File: src/rtl/video_src_gen_if.sv
// Video stream bus between a pixel source and its consumer: one pixel per clock,
// active-high syncs, data enable only during active pixels.
interface video_src_gen_if #(
    parameter int DATA_WIDTH = 8
);
    logic [DATA_WIDTH-1:0] do_o;
    logic                  de_o;
    logic                  hs_o;
    logic                  vs_o;

    modport master (output do_o, de_o, hs_o, vs_o);
    modport slave  (input  do_o, de_o, hs_o, vs_o);
endinterface

File: src/rtl/video_src_gen.sv
// Frame-timing master and test-pattern source; outputs registered one clock after the counters.
// Timing/pattern inputs are shadowed at every frame start; a frame in progress always completes.
module video_src_gen #(
    parameter int DATA_WIDTH = 8,
    parameter int CNT_WIDTH  = 16,
    parameter int CHECK_LOG2 = 3
) (
    input  logic                  clk,
    input  logic                  rst,
    input  logic                  en,
    input  logic [CNT_WIDTH-1:0]  h_sync,
    input  logic [CNT_WIDTH-1:0]  h_bp,
    input  logic [CNT_WIDTH-1:0]  h_act,
    input  logic [CNT_WIDTH-1:0]  h_fp,
    input  logic [CNT_WIDTH-1:0]  v_sync,
    input  logic [CNT_WIDTH-1:0]  v_bp,
    input  logic [CNT_WIDTH-1:0]  v_act,
    input  logic [CNT_WIDTH-1:0]  v_fp,
    input  logic [1:0]            pattern,
    input  logic [DATA_WIDTH-1:0] pattern_val,
    video_src_gen_if.master       vid,
    output logic [15:0]           frame_cnt_o,
    output logic                  busy_o
);
    localparam int W = CNT_WIDTH + 2;

    typedef enum logic [1:0] {IDLE, RUN, LAST} state_t;

    state_t                state, state_nxt;
    logic                  load;
    logic [W-1:0]          h_cnt, v_cnt;
    logic [W-1:0]          hs_end, hde_beg, hde_end, h_tot;
    logic [W-1:0]          vs_end, vde_beg, vde_end, v_tot;
    logic [1:0]            pat;
    logic [DATA_WIDTH-1:0] pval;
    logic                  line_end, frame_end, de_nxt, chk_bit;
    logic [DATA_WIDTH-1:0] x_pix, y_pix, pix_nxt;

    // Region edges are kept as absolute counter positions so each compare is a single bound.
    assign x_pix   = DATA_WIDTH'(h_cnt - hde_beg);
    assign y_pix   = DATA_WIDTH'(v_cnt - vde_beg);
    assign chk_bit = 1'((h_cnt - hde_beg) >> CHECK_LOG2) ^ 1'((v_cnt - vde_beg) >> CHECK_LOG2);
    assign busy_o  = (state != IDLE);

    always_comb begin
        state_nxt = state;
        load      = 1'b0;
        line_end  = (h_cnt == h_tot - W'(1));
        frame_end = line_end && (v_cnt == v_tot - W'(1));
        de_nxt    = (h_cnt >= hde_beg) && (h_cnt < hde_end) &&
                    (v_cnt >= vde_beg) && (v_cnt < vde_end);
        case (pat)
            2'd0:    pix_nxt = x_pix;
            2'd1:    pix_nxt = y_pix;
            2'd2:    pix_nxt = chk_bit ? '1 : '0;
            default: pix_nxt = pval;
        endcase
        case (state)
            IDLE: begin
                if (en) begin
                    state_nxt = RUN;
                    load      = 1'b1;
                end
            end
            RUN, LAST: begin
                // At frame end the current en decides between a gapless restart and idling.
                if (frame_end) begin
                    if (en) begin
                        state_nxt = RUN;
                        load      = 1'b1;
                    end else begin
                        state_nxt = IDLE;
                    end
                end else begin
                    state_nxt = en ? RUN : LAST;
                end
            end
            default: state_nxt = IDLE;
        endcase
    end

    always_ff @(posedge clk) begin
        if (rst) begin
            state       <= IDLE;
            h_cnt       <= '0;
            v_cnt       <= '0;
            hs_end      <= '0;
            hde_beg     <= '0;
            hde_end     <= '0;
            h_tot       <= '0;
            vs_end      <= '0;
            vde_beg     <= '0;
            vde_end     <= '0;
            v_tot       <= '0;
            pat         <= '0;
            pval        <= '0;
            frame_cnt_o <= '0;
            vid.do_o    <= '0;
            vid.de_o    <= 1'b0;
            vid.hs_o    <= 1'b0;
            vid.vs_o    <= 1'b0;
        end else begin
            state <= state_nxt;
            if (load) begin
                hs_end  <= W'(h_sync);
                hde_beg <= W'(h_sync) + W'(h_bp);
                hde_end <= W'(h_sync) + W'(h_bp) + W'(h_act);
                h_tot   <= W'(h_sync) + W'(h_bp) + W'(h_act) + W'(h_fp);
                vs_end  <= W'(v_sync);
                vde_beg <= W'(v_sync) + W'(v_bp);
                vde_end <= W'(v_sync) + W'(v_bp) + W'(v_act);
                v_tot   <= W'(v_sync) + W'(v_bp) + W'(v_act) + W'(v_fp);
                pat     <= pattern;
                pval    <= pattern_val;
            end
            if (state == IDLE || frame_end) begin
                h_cnt <= '0;
                v_cnt <= '0;
            end else if (line_end) begin
                h_cnt <= '0;
                v_cnt <= v_cnt + W'(1);
            end else begin
                h_cnt <= h_cnt + W'(1);
            end
            if (state != IDLE && frame_end)
                frame_cnt_o <= frame_cnt_o + 16'd1;
            if (state == IDLE) begin
                vid.do_o <= '0;
                vid.de_o <= 1'b0;
                vid.hs_o <= 1'b0;
                vid.vs_o <= 1'b0;
            end else begin
                vid.hs_o <= (h_cnt < hs_end);
                vid.vs_o <= (v_cnt < vs_end);
                vid.de_o <= de_nxt;
                vid.do_o <= de_nxt ? pix_nxt : '0;
            end
        end
    end
endmodule

File: src/flat_wrapper.sv
// flat-port wrapper written by rule: the top's interface ports become plain ports
module video_src_gen_flat 
#(
    parameter int DATA_WIDTH = 8,
    parameter int CNT_WIDTH  = 16,
    parameter int CHECK_LOG2 = 3
)
  (clk, rst, en, h_sync, h_bp, h_act, h_fp, v_sync, v_bp, v_act, v_fp, pattern, pattern_val, frame_cnt_o, busy_o, vid_do_o, vid_de_o, vid_hs_o, vid_vs_o);
  video_src_gen_if #(.DATA_WIDTH(DATA_WIDTH)) vid_i ();
  input  logic clk;
  input  logic rst;
  input  logic en;
  input  logic [CNT_WIDTH-1:0] h_sync;
  input  logic [CNT_WIDTH-1:0] h_bp;
  input  logic [CNT_WIDTH-1:0] h_act;
  input  logic [CNT_WIDTH-1:0] h_fp;
  input  logic [CNT_WIDTH-1:0] v_sync;
  input  logic [CNT_WIDTH-1:0] v_bp;
  input  logic [CNT_WIDTH-1:0] v_act;
  input  logic [CNT_WIDTH-1:0] v_fp;
  input  logic [1:0] pattern;
  input  logic [DATA_WIDTH-1:0] pattern_val;
  output logic [15:0] frame_cnt_o;
  output logic busy_o;
  output wire logic [$bits(vid_i.do_o)-1:0] vid_do_o;
  output wire logic [$bits(vid_i.de_o)-1:0] vid_de_o;
  output wire logic [$bits(vid_i.hs_o)-1:0] vid_hs_o;
  output wire logic [$bits(vid_i.vs_o)-1:0] vid_vs_o;
  assign vid_do_o = vid_i.do_o;
  assign vid_de_o = vid_i.de_o;
  assign vid_hs_o = vid_i.hs_o;
  assign vid_vs_o = vid_i.vs_o;
  video_src_gen #(.DATA_WIDTH(DATA_WIDTH), .CNT_WIDTH(CNT_WIDTH), .CHECK_LOG2(CHECK_LOG2)) u_core (.clk(clk), .rst(rst), .en(en), .h_sync(h_sync), .h_bp(h_bp), .h_act(h_act), .h_fp(h_fp), .v_sync(v_sync), .v_bp(v_bp), .v_act(v_act), .v_fp(v_fp), .pattern(pattern), .pattern_val(pattern_val), .vid(vid_i), .frame_cnt_o(frame_cnt_o), .busy_o(busy_o));
endmodule
File: config.mk
export PLATFORM = sky130hd
export DESIGN_NAME = video_src_gen_flat
export DESIGN_NICKNAME = d
export VERILOG_FILES = /design/src/rtl/video_src_gen_if.sv /design/src/rtl/video_src_gen.sv /design/src/flat_wrapper.sv
export SDC_FILE = /design/constraint.sdc
export NUM_CORES = 1
export LEC_CHECK = 0
export CORE_MARGIN = 2
export CORE_UTILIZATION = 30
export DETAILED_ROUTE_END_ITERATION = 6
export PLACE_DENSITY = 0.57
export SKIP_LAST_GASP = 1
export SYNTH_ARGS = -nofsm -noshare
export SYNTH_HDL_FRONTEND = slang
export SYNTH_SLANG_ARGS = --single-unit
File: constraint.sdc
create_clock -name clk -period 6.04 [get_ports clk]
set_clock_uncertainty 0.15 [all_clocks]
set_input_delay 1.208 -clock clk [delete_from_list [all_inputs] [get_ports clk]]
set_output_delay 1.208 -clock clk [all_outputs]
set_load 0.01 [all_outputs]
* Word-level counts from Yosys, hierarchy flattened
Index checks and enable logic that the tools add are counted.
Storage, ports and cells: bits in registers 213, input bits 141, output and inout port bits 28, word-level logic and storage cells 70
Operators by class: $add $sub $neg 13, $lt $le $gt $ge 6, eq/ne operators 7, muxes and demuxes 10, bitwise operators 2, reductions and logical operators 14
Operator list (count):
- adder 17 x 16 -> 18 bit | 2
- adder 18 x 1 -> 18 bit (second input constant) | 2
- adder 18 x 16 -> 18 bit | 2
- == test 18 bit | 2
- greater-or-equal comparator 18 x 17 -> 1 bit | 2
- less-than comparator 18 x 16 -> 1 bit | 2
- less-than comparator 18 bit | 2
- subtractor 18 x 1 -> 18 bit (second input constant) | 2
- adder 16 x 16 -> 17 bit | 2
- one-hot mux 8 bit (3 select lines) | 1
- adder 16 x 1 -> 16 bit (second input constant) | 1
- subtractor 8 bit | 2
- two-way mux 8 bit | 1
- two-way mux 2 bit | 3
- OR reduction 2 bit | 3
- OR reduction 3 bit | 2
- logical AND 1 bit | 5
- == test 2 x 1 -> 1 bit (second input constant) | 2
- == test 2 bit (second input constant) | 2
- logical NOT 2 bit | 2
- one-hot mux 2 bit (2 select lines) | 1
- two-way mux 1 bit | 3
- != test 2 bit (second input constant) | 1
- one-hot mux 1 bit (2 select lines) | 1
- 4 further kinds | 4

* Logic depth before layout (Yosys ltp)
depth in word-level cells 6, gate-level depth with buffers 26, mapped depth without buffers 26

* Worst setup path after synthesis
Ideal clock, no wire load.
path type input-to-reg, start point input h_sync[0], end point register u_core.h_tot[17], library setup time 122 ps, arrival 5499 ps, data required time 5768 ps, slack 269 ps, stages 25, buffers on the path 0, path through ha_1 inv_1 fa_1 nor2b_1 o2111ai_1 a41oi_1 o21ai_0 a211oi_1 a21oi_1 xnor2_1 ha_1 or2_2 and3_1 a21oi_1 nand2_1 xor2_1 ha_1 nand2_1 a2bb2oi_1 o31ai_1 o21ai_0 nand2b_1 a21oi_1 nor4_1 a311o_1
Between the ends: longest elaborated chain between the ends 3
Ends and longest elaborated chain:
- start: declaration | line flat_wrapper.sv:13 | input logic [CNT_WIDTH-1:0] h_sync;
- adder 16 x 16 -> 17 bit | line video_src_gen.sv:108 | h_tot <= W'(h_sync) + W'(h_bp) + W'(h_act) + W'(h_fp);
- adder 17 x 16 -> 18 bit | line video_src_gen.sv:108
- adder 18 x 16 -> 18 bit | line video_src_gen.sv:108
- end signal: assignment | line video_src_gen.sv:108
- end: declaration | line video_src_gen.sv:32 | logic [W-1:0] hs_end, hde_beg, hde_end, h_tot;
No other way between the ends. A chain may end at the register's enable or synchronous reset.

* Final worst setup path
start point input h_bp[0], end point register u_core.h_tot[17]
Between the ends: longest elaborated chain between the ends 3
Ends and longest elaborated chain:
- start: declaration | line flat_wrapper.sv:14 | input logic [CNT_WIDTH-1:0] h_bp;
- adder 16 x 16 -> 17 bit | line video_src_gen.sv:108
- adder 17 x 16 -> 18 bit | line video_src_gen.sv:108
- adder 18 x 16 -> 18 bit | line video_src_gen.sv:108
No other way between the ends.

==> impl_metrics.env <==
export IMPL_source_of_the_worst_register_to_register_timing_path="u_core.h_tot[0]"
export IMPL_setup_viol=0
export IMPL_synthesis_nets=2281
export IMPL_wire_length_reported_by_the_detailed_router_um=49400
export IMPL_setup_worst_path_end_class="flip-flop"
export IMPL_worstPathRequired_ps=6340
export IMPL_final_period_utilization_pct=96.8
export IMPL_ant_nets=0
export IMPL_cts_sinks=213
export IMPL_drtPass1Iterations=5
export IMPL_postLayoutCellArea_um2=21200
export IMPL_grt_overflow_total=0
export IMPL_fmaxAchievable_mhz=171
export IMPL_standard_cell_with_the_maximum_stage_delay_on_the_critical_path="sky130_fd_sc_hd__clkdlybuf4s50_1"
export IMPL_met2_length_um=22300
export IMPL_fraction_of_registers_with_async_set_or_reset_after_synthesis_pct=0
export IMPL_r2r_cells=13
export IMPL_track_usage_pct=17.2
export IMPL_synth_edff_count=0
export IMPL_power_report_internal_total_mw=4.49
export IMPL_static_leakage_power_nw=9.37
export IMPL_floorplan_die_width_um=235
export IMPL_power_switching_mw=2.61
export IMPL_fp_dieH_um=235
export IMPL_vias=14900
export IMPL_detailed_route_iter0_violations=856
export IMPL_max_clock_path_buffers=3
export IMPL_status="completed"
export IMPL_worst_setup_path_type="primary input to flip-flop"
export IMPL_port_buffer_count=168
export IMPL_crit_top_cell="sky130_fd_sc_hd__a21oi_2"
export IMPL_htree_levels=1
export IMPL_seq_power_share_pct=24.8
export IMPL_power_combinational_fraction_pct=50.8
export IMPL_final_weighted_congestion_of_routability_driven_global_placement=0.840
export IMPL_placedCellCount=2942
export IMPL_worst_r2r_setup_slack_ps=1290
export IMPL_met3_wire_length_um=1990
export IMPL_startpoint="h_bp[0]"
export IMPL_syn_instance_count=1928
export IMPL_yosysWarningCount=0
export IMPL_met1_wire_length_um=24200
export IMPL_avgSynthCellArea_um2=8.34
export IMPL_slew_headroom_pct=45.4
export IMPL_timing_critical_path_from_type="primary input"
export IMPL_design_die_area_um2=55400
export IMPL_highest_signal_layer="met4"
export IMPL_pin_count=169
export IMPL_post_layout_util_pct=40.2
export IMPL_grt_antenna_before_repair=0
export IMPL_avgRoutedWirePerCell_um=16.5
export IMPL_timing_max_transition_violations_final=0
export IMPL_clk_pin_slew_worst_paths_ps=60
export IMPL_maxCapViolations=0
export IMPL_holdCritStartpoint="u_core.hde_beg[16]"
export IMPL_initial_utilization_pct=30.5
export IMPL_final_nets=2646
export IMPL_worst_path_max_fanout=3
export IMPL_grt_first_pass_wirelength_um=77400
export IMPL_worst_hold_path_type="flip-flop to flip-flop"
export IMPL_dominantRegCellSynth="sky130_fd_sc_hd__dfxtp_1"
export IMPL_share_clk_of_total_power_pct=24.3
export IMPL_hold_path_endpoint="u_core.hde_beg[16]"
export IMPL_cts_hold_buffers_added=0
export IMPL_vdd_drop_max_mv=0.241
export IMPL_placement_rows=84
export IMPL_synth_lib_cells_used_distinct=73
export IMPL_ys_ff_latch=213
export IMPL_worst_ep_arrival_time_ps=6140
export IMPL_cts_buf_count=26
export IMPL_cts_tree="yes"
export IMPL_cts_root_buf="sky130_fd_sc_hd__clkbuf_16"
export IMPL_transition_time_at_the_pin_with_the_least_slew_margin_ps=818
export IMPL_seq_area_frac_synth_pct=26.5
export IMPL_design_power_total_mw=7.10
export IMPL_timing_final_hold_violations=0
export IMPL_placed_cell_area_um2=20000
export IMPL_clock_latency_ps=560
export IMPL_timing_final_crit_period_ps=5850
export IMPL_core_region_area_um2=52800
export IMPL_reg2reg_to="u_core.vde_end[4]"
export IMPL_post_route_drc_count=0
export IMPL_share_of_final_layout_standard_cells_stronger_than_drive_strength_1_pct=14.1
export IMPL_critical_path_max_stage_delay_ps=470
export IMPL_synthesis_area_um2=16100
export IMPL_drt_vias_per_instance=4.98
export IMPL_grt_start_max_net_pins=71
export IMPL_power_switching_share_pct=36.8
export IMPL_detailed_place_hpwl_um=38700
export IMPL_area_added_between_synthesis_and_finish_pct=32.0
export IMPL_grt_pass1_vias=14400
export IMPL_final_cell_count_no_fill=3001
export IMPL_power_per_cell_area_nw_per_um2=335
export IMPL_finalHoldWorstSlack_ps=319
export IMPL_whs_path_depth=2
## final cells by class
| type | instances | area [um2] |
|---|---|---|
| Antenna cell | 1 | 2.50 |
| Clock buffer | 34 | 722 |
| Sequential cell | 213 | 4260 |
| Inverter | 156 | 586 |
| Multi-Input combinational cell | 1507 | 11200 |
| Fill cell | 5285 | 31500 |
| Timing Repair Buffer | 389 | 3370 |
| Clock inverter | 13 | 203 |
| Tap cell | 688 | 861 |
## flip-flops by register name, summed over array words and instances, names as in the netlist, 2 cells and up
signal	count
u_core.hs_end	16
u_core.vde_end	18
u_core.vs_end	16
u_core.v_tot	18
u_core.v_cnt	18
u_core.h_tot	18
u_core.pat	2
u_core.vid.do_o	8
u_core.pval	8
u_core.hde_beg	17
u_core.frame_cnt_o	16
u_core.vde_beg	17
u_core.hde_end	18
u_core.h_cnt	18
u_core.state	2
## placed cells by master (no fill, tap or decap), types with 19 or more instances in the layout
master / count
sky130_fd_sc_hd__nor3_1: 48
sky130_fd_sc_hd__a211oi_1: 28
sky130_fd_sc_hd__a21o_1: 44
sky130_fd_sc_hd__o21a_1: 21
sky130_fd_sc_hd__clkdlybuf4s50_1: 166
sky130_fd_sc_hd__xnor2_1: 105
sky130_fd_sc_hd__nand4_1: 19
sky130_fd_sc_hd__mux2i_1: 140
sky130_fd_sc_hd__nand2_1: 68
sky130_fd_sc_hd__nand3_1: 38
sky130_fd_sc_hd__a21oi_1: 98
sky130_fd_sc_hd__inv_1: 156
sky130_fd_sc_hd__ha_1: 201
sky130_fd_sc_hd__or3_1: 25
sky130_fd_sc_hd__buf_4: 220
sky130_fd_sc_hd__nand2b_1: 20
sky130_fd_sc_hd__o21ai_0: 87
sky130_fd_sc_hd__clkbuf_16: 27
sky130_fd_sc_hd__nor2_1: 269
sky130_fd_sc_hd__dfxtp_1: 213
sky130_fd_sc_hd__xor2_1: 60
## kinds of logic (layout without fill, tap and decap cells)
logic type	count (synthesis)	after routing	share of synthesized area (%)
simple gates	585	585	17.7
compound gates	396	396	15.7
flops	213	213	26.5
fa+ha+maj	212	212	16.9
buf+inv	208	592	5.03
xor+xnor	173	173	9.43
mux	141	141	8.79
other cells	0	1	0
## what timing repair did
item,in CTS,in global routing
resized for setup,6,45
pin swaps,4,30
setup endpoints to repair,2,9
setup buffers,1,10
endpoints found under the hold margin,0,0
## worst max-delay path by stage
stage | to | slack [ps] | cells after the start
finish | u_core.h_tot[17] | 190 | 26
floorplan | u_core.h_tot[17] | 270 | 25
global route | u_core.h_tot[17] | -170 | 26
global placement | u_core.h_tot[16] | -600 | 27
detailed placement | u_core.h_tot[17] | -710 | 26
CTS | u_core.v_tot[16] | 20 | 25
## through the flow
stage	setup slack [ps]	TNS, ps
floorplan	269	0
global placement	-598	-2640
detailed placement	-709	-4050
CTS	19.1	0
global route	-169	-589
finish	193	0
## cell usage after synthesis, types with 3 or more instances
master / count / share of area [%]
sky130_fd_sc_hd__nor2_1: 271 / 6.3
sky130_fd_sc_hd__dfxtp_1: 213 / 27
sky130_fd_sc_hd__ha_1: 204 / 16
sky130_fd_sc_hd__inv_1: 156 / 3.6
sky130_fd_sc_hd__mux2i_1: 140 / 8.7
sky130_fd_sc_hd__xnor2_1: 112 / 6.1
sky130_fd_sc_hd__a21oi_1: 107 / 3.3
sky130_fd_sc_hd__o21ai_0: 93 / 2.9
sky130_fd_sc_hd__nand2_1: 71 / 1.7
sky130_fd_sc_hd__xor2_1: 61 / 3.3
sky130_fd_sc_hd__nor3_1: 48 / 1.5
sky130_fd_sc_hd__a21o_1: 44 / 2.1
sky130_fd_sc_hd__nand3_1: 38 / 1.2
sky130_fd_sc_hd__clkbuf_1: 35 / 0.82
sky130_fd_sc_hd__a211oi_1: 31 / 1.4
sky130_fd_sc_hd__or3_1: 25 / 0.97
sky130_fd_sc_hd__o21a_1: 21 / 0.98
sky130_fd_sc_hd__nand2b_1: 20 / 0.78
sky130_fd_sc_hd__nor2b_1: 20 / 0.78
sky130_fd_sc_hd__nand4_1: 19 / 0.74
sky130_fd_sc_hd__a31oi_1: 16 / 0.62
sky130_fd_sc_hd__buf_2: 16 / 0.50
sky130_fd_sc_hd__and3_1: 15 / 0.58
sky130_fd_sc_hd__o211ai_1: 10 / 0.47
sky130_fd_sc_hd__o21bai_1: 9 / 0.42
sky130_fd_sc_hd__a41oi_1: 8 / 0.44
sky130_fd_sc_hd__and4_1: 8 / 0.44
sky130_fd_sc_hd__fa_1: 8 / 1.0
sky130_fd_sc_hd__nor4_1: 8 / 0.31
sky130_fd_sc_hd__o2111ai_1: 8 / 0.44
sky130_fd_sc_hd__nor3b_1: 7 / 0.33
sky130_fd_sc_hd__o31ai_1: 7 / 0.33
sky130_fd_sc_hd__a211o_1: 6 / 0.33
sky130_fd_sc_hd__a21boi_0: 6 / 0.28
sky130_fd_sc_hd__and2_1: 5 / 0.19
sky130_fd_sc_hd__or2_2: 5 / 0.19
sky130_fd_sc_hd__a221oi_1: 4 / 0.22
sky130_fd_sc_hd__o31a_1: 4 / 0.22
sky130_fd_sc_hd__a2111oi_0: 3 / 0.16
sky130_fd_sc_hd__nand4b_1: 3 / 0.16
sky130_fd_sc_hd__o22ai_1: 3 / 0.12
## routing by layer
layer / global-route usage [%] / vias up
li1: - / 7564
met1: 23.7 / 7042
met2: 28.4 / 270
met3: 2.37 / 58
met4: 4.01 / 0
met5: 0 / -
## critical path, delay by kind of cell
| kind | cells | cell delay, ps |
|---|---|---|
| compound gates | 10 | 1660 |
| xor+xnor | 2 | 310 |
| fa+ha+maj | 4 | 1190 |
| buf+inv | 3 | 670 |
| simple gates | 7 | 1100 |
## power by group through the flow
| stage | clock network [mW] | logic, mW | registers (mW) |
|---|---|---|---|
| 4_1_cts | 1.77 | 3.48 | 1.76 |
| 2_1_floorplan | 0 | 2.27 | 1.72 |
| 6_report | 1.73 | 3.61 | 1.76 |
| 5_1_grt | 1.83 | 4.00 | 1.79 |
| 3_3_place_gp | 0 | 3.38 | 1.78 |
| 3_5_place_dp | 0 | 3.44 | 1.79 |
Power figures use the tool's default switching activity.
